File: config.mk
export PLATFORM = sky130hd
export DESIGN_NAME = l1pa_regfile_loader
export DESIGN_NICKNAME = d
export VERILOG_FILES = /design/src/rtl/l1pa_regfile_loader.sv
export SDC_FILE = /design/constraint.sdc
export NUM_CORES = 1
export LEC_CHECK = 0
export ABC_AREA = 1
export CAP_MARGIN = 20
export CELL_PAD_IN_SITES_DETAIL_PLACEMENT = 1
export CELL_PAD_IN_SITES_GLOBAL_PLACEMENT = 1
export CORE_ASPECT_RATIO = 1.5
export CORE_MARGIN = 1
export CORE_UTILIZATION = 35
export CTS_CLUSTER_SIZE = 24
export DETAILED_ROUTE_END_ITERATION = 7
export HOLD_SLACK_MARGIN = 0.1
export PLACE_DENSITY_LB_ADDON = 0.1
export RECOVER_POWER = 50
export SLEW_MARGIN = 20
export SYNTH_ARGS = -nofsm -noshare
export SYNTH_HDL_FRONTEND = slang
export SYNTH_SLANG_ARGS = --single-unit
export TNS_END_PERCENT = 20
File: constraint.sdc
create_clock -name sys_clk -period 1.8 [get_ports sys_clk]
set_input_delay 0.18 -clock sys_clk [delete_from_list [all_inputs] [get_ports sys_clk]]
set_output_delay 0.18 -clock sys_clk [all_outputs]
set_load 0.02 [all_outputs]
File: src/rtl/l1pa_regfile_loader.sv
// Packs a byte stream into L1PA_SPR pages and writes them through the regType0 port.
// Optional L1PA_LOADER_CHECKSUM_EN adds a trailing XOR beat that is compared against the accepted page beats.
module l1pa_regfile_loader #(
  parameter int L1PA_REGFILE_PAGE_NUM   = 16,
  parameter int L1PA_REGFILE_PAGE_WIDTH = 20,
  parameter int L1PA_REGFILE_ADDR_WIDTH = $clog2(L1PA_REGFILE_PAGE_NUM),
  parameter int STREAM_WIDTH            = 8
) (
  input  logic                               sys_clk,
  input  logic                               rst,
  input  logic                               start_i,
  input  logic [L1PA_REGFILE_ADDR_WIDTH-1:0] page_base_i,
  input  logic [L1PA_REGFILE_ADDR_WIDTH:0]   page_cnt_i,
  input  logic [STREAM_WIDTH-1:0]            s_data_i,
  input  logic                               s_valid_i,
  output logic                               s_ready_o,
  output logic [L1PA_REGFILE_ADDR_WIDTH-1:0] regType0_waddr_o,
  output logic [L1PA_REGFILE_PAGE_WIDTH-1:0] regType0_wdata_o,
  output logic                               regType0_we_o,
  output logic                               busy_o,
  output logic                               done_o,
  output logic                               err_o
);
  localparam int AW    = L1PA_REGFILE_ADDR_WIDTH;
  localparam int PW    = L1PA_REGFILE_PAGE_WIDTH;
  localparam int SW    = STREAM_WIDTH;
  localparam int BEATS = (PW + SW - 1) / SW;
  localparam int SRW   = BEATS * SW;
  localparam int BW    = (BEATS > 1) ? $clog2(BEATS) : 1;
  localparam logic [BW-1:0]   LAST_BEAT = BW'(BEATS - 1);
  localparam logic [AW+1:0]   PAGE_LIM  = (AW + 2)'(L1PA_REGFILE_PAGE_NUM);

`ifdef L1PA_LOADER_CHECKSUM_EN
  typedef enum logic [2:0] {IDLE, ASSEMBLE, WRITE, CHECK, DONE} state_t;
`else
  typedef enum logic [2:0] {IDLE, ASSEMBLE, WRITE, DONE} state_t;
`endif

  state_t          state, stateNext;
  logic [AW-1:0]   pagePtr;
  logic [AW:0]     remCnt;
  logic [BW-1:0]   beatCnt;
  logic [SRW-1:0]  shiftReg, pageNext;
  logic [AW-1:0]   waddrQ;
  logic [PW-1:0]   wdataQ;
  logic            errQ;
  logic [AW+1:0]   rangeSum;
  logic            rangeBad, beatFire, lastBeat, lastPage;
`ifdef L1PA_LOADER_CHECKSUM_EN
  logic [SW-1:0]   xorAcc;
`endif

  // Sum is two bits wider than the address so base+cnt can never overflow the check.
  assign rangeSum = {2'b00, page_base_i} + {1'b0, page_cnt_i};
  assign rangeBad = rangeSum > PAGE_LIM;
  assign beatFire = s_valid_i && s_ready_o;
  assign lastBeat = beatCnt == LAST_BEAT;
  assign lastPage = remCnt == (AW + 1)'(1);

  always_comb begin
    pageNext = shiftReg;
    pageNext[beatCnt*SW +: SW] = s_data_i;
  end

  always_ff @(posedge sys_clk) begin
    if (rst) state <= IDLE;
    else     state <= stateNext;
  end

  always_comb begin
    stateNext = state;
    case (state)
      IDLE:     if (start_i) stateNext = (rangeBad || page_cnt_i == '0) ? DONE : ASSEMBLE;
      ASSEMBLE: if (beatFire && lastBeat) stateNext = WRITE;
`ifdef L1PA_LOADER_CHECKSUM_EN
      WRITE:    stateNext = lastPage ? CHECK : ASSEMBLE;
      CHECK:    if (beatFire) stateNext = DONE;
`else
      WRITE:    stateNext = lastPage ? DONE : ASSEMBLE;
`endif
      DONE:     stateNext = IDLE;
      default:  stateNext = IDLE;
    endcase
  end

  always_comb begin
    s_ready_o     = state == ASSEMBLE;
`ifdef L1PA_LOADER_CHECKSUM_EN
    s_ready_o     = s_ready_o || state == CHECK;
`endif
    regType0_we_o = state == WRITE;
    busy_o        = state != IDLE;
    done_o        = state == DONE;
  end

  assign regType0_waddr_o = waddrQ;
  assign regType0_wdata_o = wdataQ;
  assign err_o            = errQ;

  // Write address/data are latched on the final beat so they hold between write strobes.
  always_ff @(posedge sys_clk) begin
    if (rst) begin
      pagePtr  <= '0;
      remCnt   <= '0;
      beatCnt  <= '0;
      shiftReg <= '0;
      waddrQ   <= '0;
      wdataQ   <= '0;
      errQ     <= 1'b0;
`ifdef L1PA_LOADER_CHECKSUM_EN
      xorAcc   <= '0;
`endif
    end else begin
      case (state)
        IDLE: if (start_i) begin
          pagePtr <= page_base_i;
          remCnt  <= page_cnt_i;
          beatCnt <= '0;
          errQ    <= rangeBad;
`ifdef L1PA_LOADER_CHECKSUM_EN
          xorAcc  <= '0;
`endif
        end
        ASSEMBLE: if (beatFire) begin
          shiftReg <= pageNext;
`ifdef L1PA_LOADER_CHECKSUM_EN
          xorAcc   <= xorAcc ^ s_data_i;
`endif
          if (lastBeat) begin
            beatCnt <= '0;
            waddrQ  <= pagePtr;
            wdataQ  <= pageNext[PW-1:0];
          end else begin
            beatCnt <= beatCnt + BW'(1);
          end
        end
        WRITE: begin
          pagePtr <= pagePtr + AW'(1);
          remCnt  <= remCnt - (AW + 1)'(1);
        end
`ifdef L1PA_LOADER_CHECKSUM_EN
        CHECK: if (beatFire && s_data_i != xorAcc) errQ <= 1'b1;
`endif
        default: ;
      endcase
    end
  end
endmodule

After elaboration in Yosys (flattened, before gate mapping)
Cells that the tools add are included.

operators by class
  order comparisons = 1
  mux-type cells = 14
  shifts and indexed selects = 2
  reductions and logical operators = 14
  equal/unequal tests = 8
  $add $sub $neg = 5

operators with widths
  operator                   count
  $neg A5 Y34                1
  $shift A8 B34 Y24 const A  1
  $shiftx A8 B34 Y24         1
  $bwmux W24                 1
  $mux W2                    5
  $pmux W5 S2                1
  $pmux W3 S3                1
  $pmux W4 S2                1
  $reduce_and A2 Y1          4
  $add A4 B5 Y6              1
  $eq A3 B2 Y1 const B       2
  $gt A6 B5 Y1 const B       1
  $mux W3                    2
  $reduce_and A3 Y1          2
  $eq A5 B1 Y1 const B       1
  $logic_not A5 Y1           1
  $mux W5                    1
  $sub A5 B1 Y5 const B      1
  $add A4 B1 Y4 const B      1
  $mux W4                    1
  $ne A2 B1 Y1 const B       2
  $pmux W2 S2                1
  $reduce_bool A2 Y1         2
  $eq A3 B1 Y1 const B       1
  7 further kinds            8

storage, ports and cells
  register bits = 63
  logic and storage cells = 52
  input port bits = 21

Depth between registers and ports, before layout
Gate-level depths: netlist of the first run.

  word-level depth = 6
  gate-level depth with buffers = 11
  gate-level depth less buffers = 11

Least setup slack after synthesis of the first run
Ideal clock, no wire load.

  kind = input to register
  start = in page_base_i[0]
  end = reg errQ, in the netlist err_o
  slack = 239 ps
  buffers on the path = 0
  stages = 9
  arrival time = 1452 ps
  cells stage by stage = ha_1 -> fa_1 -> or2_2 -> nor2_1 -> nand3_1 -> nand2_1 -> nand3_1 -> nand2_1 -> inv_1

between the ends
  longest elaborated chain between the ends = 2

RTL lines
  item                  line  source
  from (decl)           12    input logic [L1PA_REGFILE_ADDR_WIDTH-1:0] page_base_i,
  $add A4 B5 Y6         54    assign rangeSum = {2'b00, page_base_i} + {1'b0, page_cnt_i};
  $gt A6 B5 Y1          55    assign rangeBad = rangeSum > PAGE_LIM;
  to (signal assigned)  119   errQ <= rangeBad;
  to (decl)             46    logic errQ;

No other way between the ends.
A chain may end at the register's enable or synchronous reset.

Worst setup path in the final report of the first run
  start = reg state[0]
  end = out regType0_we_o

between the ends
  longest elaborated chain between the ends = 1

RTL lines
  item                    line  source
  from (decl)             39    state_t state, stateNext;
  from (signal assigned)  67    else state <= stateNext;
  $eq A3 B2 Y1            91    regType0_we_o = state == WRITE;
  to (decl)               19    output logic regType0_we_o,

No other way between the ends.

==> run metrics, run 1 <==
Startpoint Class=flip-flop; critical path class=reg2out; LEAKAGE=1.888 nW; Total Routing Usage GR=0.2085; Setup Skew=0.006427 ns; Final Critical Period=1.684 ns; Mapped Cells=405; Crit path max-delay family=buffers and inverters; slew at the pin closest to its max-slew limit=0.4063 ns; Ports=50; CTS Buf Count=9; initial antenna violation count=0; Peak supply drop=0.4610 mV; final wirelength=8508 um; status=completed; vias per cell=4.972; layout cells sized above 1=0.1165; Worst path max stage delay=0.61 ns; Buffers on Ports=49; share of flip-flops with an asynchronous set or reset=0; RSZ-0062 raised after global routing=false; Design Area, Final=3892 um2; type of the tightest min-delay check=in2reg; most common cell after layout, fill and taps aside=inv_1; WP buf/inv=3; DRT iter0 DRCs=47; CTS tree=built; Core Area=8058 um2; crit end category=output pin; Distinct cells, synth=31; drt pass-1 iters=4; Power Total=4.378 mW; die area=8699 um2; Max Cap Viol=0; H-tree levels=3; Core Rows=40; YS warnings=0; vias in the first global route=2973; Clock Pin Slew Worst Setup and Hold Paths=0.05 ns; area grow syn2layout=33.63%; crit share post-route=0.9357; Max Buffers Root-to-Sink=2; pwr dens=1125 nW/um2; synthesized flop and latch total=58; GRT overflow=0; slowest cell on the critical path=clkdlybuf4s50_1; Worst slew margin=0.7291; Slew Limit Fails=0; Syn Area/Cell=7.192 um2; Crit path top cell by count=inv_2; Die Span X=76.49 um; Hold WS=0.2006 ns; crit-path max FO=3; drt wl/cell=14.75 um; Die Height=113.7 um; Vias=2869; clk sinks=58; most used flip-flop cell after synthesis=dfxtp_1; final routed DRC violation total=0; first-pass GRT wire length=13930 um; crit path DAT=1.50 ns; Post-synth EDFFs=0; antenna-violating nets left=0; synthesized cell area=2913 um2; largest net degree at the start of global routing=33; net count after synthesis=439; final net count=502; clock root cell=clkbuf_16; Seq/Total Area, Yosys=0.3986; Critical Path RT=1.62 ns; final core occ=0.4831; sequence of cells on the critical path=inv_2 -> nand2_1 -> inv_2 -> clkdlybuf4s50_1; setup repair bufs after CTS=0; final hold vios=0; Setup Viol. Count Final=0; DPL Wire Length=6001 um; Final GP Congestion=0.8631; Fmax achieved=593.7 MHz; DP Area=3601 um2; hold bufs inserted after CTS=0; Starting Density=0.3615; Skew-Pair Late Insertion Delay=0.33 ns; diodes inserted=0; highest-count cells in the layout ignoring fill and taps=inv_1, dfxtp_1, nand2_1
[what timing repair did]
action,4_1_cts,5_1_grt
cloned,0,0
gates resized for setup,3,4
setup endpoints to repair,3,5
pin swaps,0,2
[area by class of cell]
class                           instances  area [um2]
Clock inverter                          3       40.04
Sequential cell                        58        1162
Multi-Input combinational cell        255        1381
Timing Repair Buffer                   66       630.6
Inverter                               78       300.3
Clock buffer                           12       246.5
Fill cell                            1026        4165
Tap cell                              105       131.4
[path summary, 6_finish.rpt]
| path | slack [ns] | cells past startpoint | startpoint | end |
|---|---|---|---|---|
| setup / recovery | 0.12 | 4 | state[0] | regType0_we_o |
| hold / removal | 0.20 | 3 | page_base_i[0] | pagePtr[0] |
| setup reg to reg | 0.19 | 9 | beatCnt[1] | shiftReg[12] |
| hold reg to reg | 0.47 | 2 | regType0_waddr_o[0] | regType0_waddr_o[0] |
[metal layers]
metal | part of all wire | routed length (um) | GRT usage | up-vias
met4 | 0.035 | 294 | 0.1179 | 0
li1 | - | - | - | 1431
met1 | 0.42 | 3554 | 0.2188 | 1368
met2 | 0.52 | 4447 | 0.3826 | 51
met5 | 0 | 0 | 0 | -
met3 | 0.025 | 212 | 0.04480 | 19
[synthesized netlist by cell type (all sizes together), types with 3 or more instances]
cell    count  area (um2)
inv        77       294.0
nand2      64       277.8
dfxtp      58        1161
o21ai      49       245.2
nor2       44       172.7
a21oi      37       207.7
nand3      13       65.06
o22ai      13       81.33
ha         12       150.1
buf         9       55.05
clkbuf      5       18.77
o211ai      5       37.54
a22oi       4       30.03
nand4       3       18.77
[stage by stage]
stage	setup TNS, ns	std cells	worst slack, ns
finish	0	577	0.1157
global route	0	577	0.02600
CTS	-0.003207	577	-0.003207
detailed placement	-0.6824	562	-0.3476
global placement	-0.6945	562	-0.3497
floorplan	0	405	0.2391
[worst register-to-register path, cell delays in order (launching register included)]
cell and delay [ns]:
dfxtp_1 0.37, inv_1 0.10, ha_1 0.30, nand3_1 0.11, nor2_1 0.05, buf_4 0.15, nand2_1 0.07, o21ai_0 0.12
o21ai_0 0.17, inv_1 0.06
[state kept, by name, summed over array words and instances (netlist names)]
name	cells
remCnt	5
beatCnt	2
regType0_wdata_o	20
err_o	1
regType0_waddr_o	4
shiftReg	20
pagePtr	4
state	2
[power breakdown]
group	switching (mW)	total (mW)	internal (mW)	leakage [nW]
clock	0.556	1.65	1.09	0.142
sequential	0.0941	1.53	1.44	0.473
combinational	0.742	1.20	0.456	1.27
[logic make-up (layout without fill, tap and decap cells)]
| family | Yosys count | count (layout) | synth area share |
|---|---|---|---|
| buffers and inverters | 92 | 159 | 0.1293 |
| AND/OR/NAND/NOR | 128 | 128 | 0.1911 |
| flip-flops | 58 | 58 | 0.3986 |
| adder cells (fa/ha/maj) | 13 | 13 | 0.05842 |
| AO/OA/AOI/OAI | 111 | 111 | 0.2135 |
| XOR/XNOR | 3 | 3 | 0.009022 |
No activity file was read; power rests on OpenSTA's default activity.
==> run 2, diff against run 1 <==
--- a/config.mk
+++ b/config.mk
@@ -11,7 +11,7 @@
 export CELL_PAD_IN_SITES_GLOBAL_PLACEMENT = 1
 export CORE_ASPECT_RATIO = 1.5
 export CORE_MARGIN = 1
-export CORE_UTILIZATION = 35
+export CORE_UTILIZATION = 31
 export CTS_CLUSTER_SIZE = 24
 export DETAILED_ROUTE_END_ITERATION = 7
 export HOLD_SLACK_MARGIN = 0.1
==> constraint.sdc (replaced) <==
create_clock -name sys_clk -period 1.8 [get_ports sys_clk]
set_input_delay 0.18 -clock sys_clk [delete_from_list [all_inputs] [get_ports sys_clk]]
set_output_delay 0.18 -clock sys_clk [all_outputs]
set_load 0.1 [all_outputs]
==> run 2 against run 1 <==
  * Maximum frequency decreased by 0.75%
  * Sequential power is essentially flat
  * Combinational power is 18% higher
  * Critical path depth is the same
  * Non-clock buffer count is the same
  * Cell area is 3.1% lower
  * Clock power is 8% higher
  * Routed wire length is 2.2% lower
  * Via count fell by 1.8%
  * Cell count is 1.4% higher
  * Register-to-register slack better by 0.02 ns
  * First-iteration DRC count increased by 51%
  * Critical path type unchanged
  * Largest power group unchanged
==> run metrics, run 2 (same netlist as run 1, synthesis figures left out) <==
status=completed; Max Buffers Root-to-Sink=2; clock root cell=clkbuf_16; crit-path max FO=4; diodes inserted=0; largest net degree at the start of global routing=33; most common cell after layout, fill and taps aside=inv_1; DRT iter0 DRCs=71; Startpoint Class=flip-flop; Core Area=9200 um2; CTS tree=built; CTS Buf Count=9; Design Area, Final=3774 um2; Skew-Pair Late Insertion Delay=0.33 ns; vias in the first global route=2900; Worst path max stage delay=0.35 ns; initial antenna violation count=0; slew at the pin closest to its max-slew limit=0.5707 ns; crit share post-route=0.9428; Core Rows=43; vias per cell=4.814; WP buf/inv=3; Die Span X=81.15 um; switch share=0.3465; drt pass-1 iters=5; die area=9796 um2; hold path start=page_base_i[0]; Slew Limit Fails=0; DPL Wire Length=6240 um; Setup Viol. Count Final=0; highest-count cells in the layout ignoring fill and taps=inv_1, dfxtp_1, nand2_1; Vias=2816; Peak supply drop=0.6038 mV; layout cells sized above 1=0.1734; Max Cap Viol=0; final wirelength=8322 um; critical path class=reg2out; Non-Filler Instances=585; final hold vios=0; hold path depth=3; placed insts=569; reg2reg setup slack=0.21 ns; final routed DRC violation total=0; Sw Pwr=1.634 mW; final net count=502; clk sinks=58; LEAKAGE=1.828 nW; number of cells on the worst reg-to-reg path=9; Die Height=120.7 um; RSZ-0062 raised after global routing=false; crit path DAT=1.52 ns; Buffers on Ports=49; fill count=1140; fin worst setup slack=0.1029 ns; final core occ=0.4102; pwr dens=1250 nW/um2; sequential standard cell area=1161 um2; Worst slew margin=0.6212; Fmax achieved=589.2 MHz; Clk network pwr share=0.378; Crit path max-delay family=buffers and inverters; Ports=50; Setup Skew=0.004710 ns; WHS Endpoint=pagePtr[0]; reg2reg start=beatCnt[1]; GRT overflow=0; area grow syn2layout=29.55%; antenna-violating nets left=0; internal power=3.082 mW; multi-input combinational cell area=1365 um2; Comb pwr share=0.298; total negative slack=0 ns; Clock Pin Slew Worst Setup and Hold Paths=0.05 ns; Starting Density=0.3166; Final GP Congestion=0.7789; pre-CTS setup slack=-0.3888 ns; type of the tightest min-delay check=in2reg; drt wl/cell=14.23 um; crit end category=output pin; Total Routing Usage GR=0.1892; Critical Path RT=1.62 ns; first-pass GRT wire length=13810 um; Seq pwr share=0.323; DP Area=3575 um2; r2r endpoint=shiftReg[15]; Final Critical Period=1.697 ns; slowest cell on the critical path=dfxtp_1; sequence of cells on the critical path=inv_2 -> nor2_1 -> buf_4 -> clkbuf_4; H-tree levels=3
[run 2: routing by layer]
metal | up-vias | global-route usage | part of all wire
met5 | - | 0 | 0
met2 | 49 | 0.3419 | 0.54
met4 | 0 | 0.07924 | 0.016
li1 | 1432 | - | -
met1 | 1325 | 0.2073 | 0.42
met3 | 10 | 0.03925 | 0.032
[run 2: worst max path at each step]
stage | end | start | cells past startpoint | slack [ns]
global placement | err_o | page_cnt_i[0] | 10 | -0.36
CTS | regType0_we_o | state[1] | 4 | 0.12
floorplan | regType0_waddr_o[2] | state[0] | 8 | 0.08
detailed placement | err_o | page_cnt_i[0] | 10 | -0.39
global route | shiftReg[15] | beatCnt[1] | 9 | 0.01
finish | s_ready_o | state[0] | 4 | 0.10
[run 2: layout make-up]
type                    instances  area share
multi-input cells             255      0.3617
flip-flops and latches         58      0.3077
clock buffers                  15     0.07626
well taps                     112     0.03714
clock inverters                 1    0.007958
inverters                      78     0.08024
repair buffers                 66      0.1290
[run 2: tightest hold or removal path, cell delays in order]
cell and delay [ns]:
dlygate4sd2_1 0.26, nand2_1 0.07, a31oi_1 0.07
[run 2: per-stage QoR]
step           power [mW]  hold slack, ns
2_1_floorplan       2.552          0.3362
3_3_place_gp        3.021          0.4590
3_5_place_dp        3.049          0.4697
4_1_cts             4.873          0.3070
5_1_grt             4.983          0.3242
6_report            4.716          0.3072
[run 2: what timing repair did]
item / 4_1_cts / 5_1_grt
endpoints found under the setup margin: 2 / 0
hold buffers: 0 / 0
setup buffers: 0 / 0
gates resized for setup: 3 / 0
[run 2: power by group through the flow]
| stage | Sequential (mW) | Clock, mW | Combinational, mW |
|---|---|---|---|
| final | 1.52 | 1.79 | 1.41 |
| after global routing | 1.54 | 1.88 | 1.56 |
| after CTS | 1.53 | 1.84 | 1.50 |
| after detailed placement | 1.55 | 0 | 1.50 |
| after global placement | 1.55 | 0 | 1.47 |
| after floorplan | 1.69 | 0 | 0.866 |
==> run 3, diff against run 2 <==
--- a/config.mk
+++ b/config.mk
@@ -17,7 +17,6 @@
 export HOLD_SLACK_MARGIN = 0.1
 export PLACE_DENSITY_LB_ADDON = 0.1
 export RECOVER_POWER = 50
-export SLEW_MARGIN = 20
 export SYNTH_ARGS = -nofsm -noshare
 export SYNTH_HDL_FRONTEND = slang
 export SYNTH_SLANG_ARGS = --single-unit
==> results of run 3 <==
The final DEF is identical to that of run 2; final timing and power are the same.
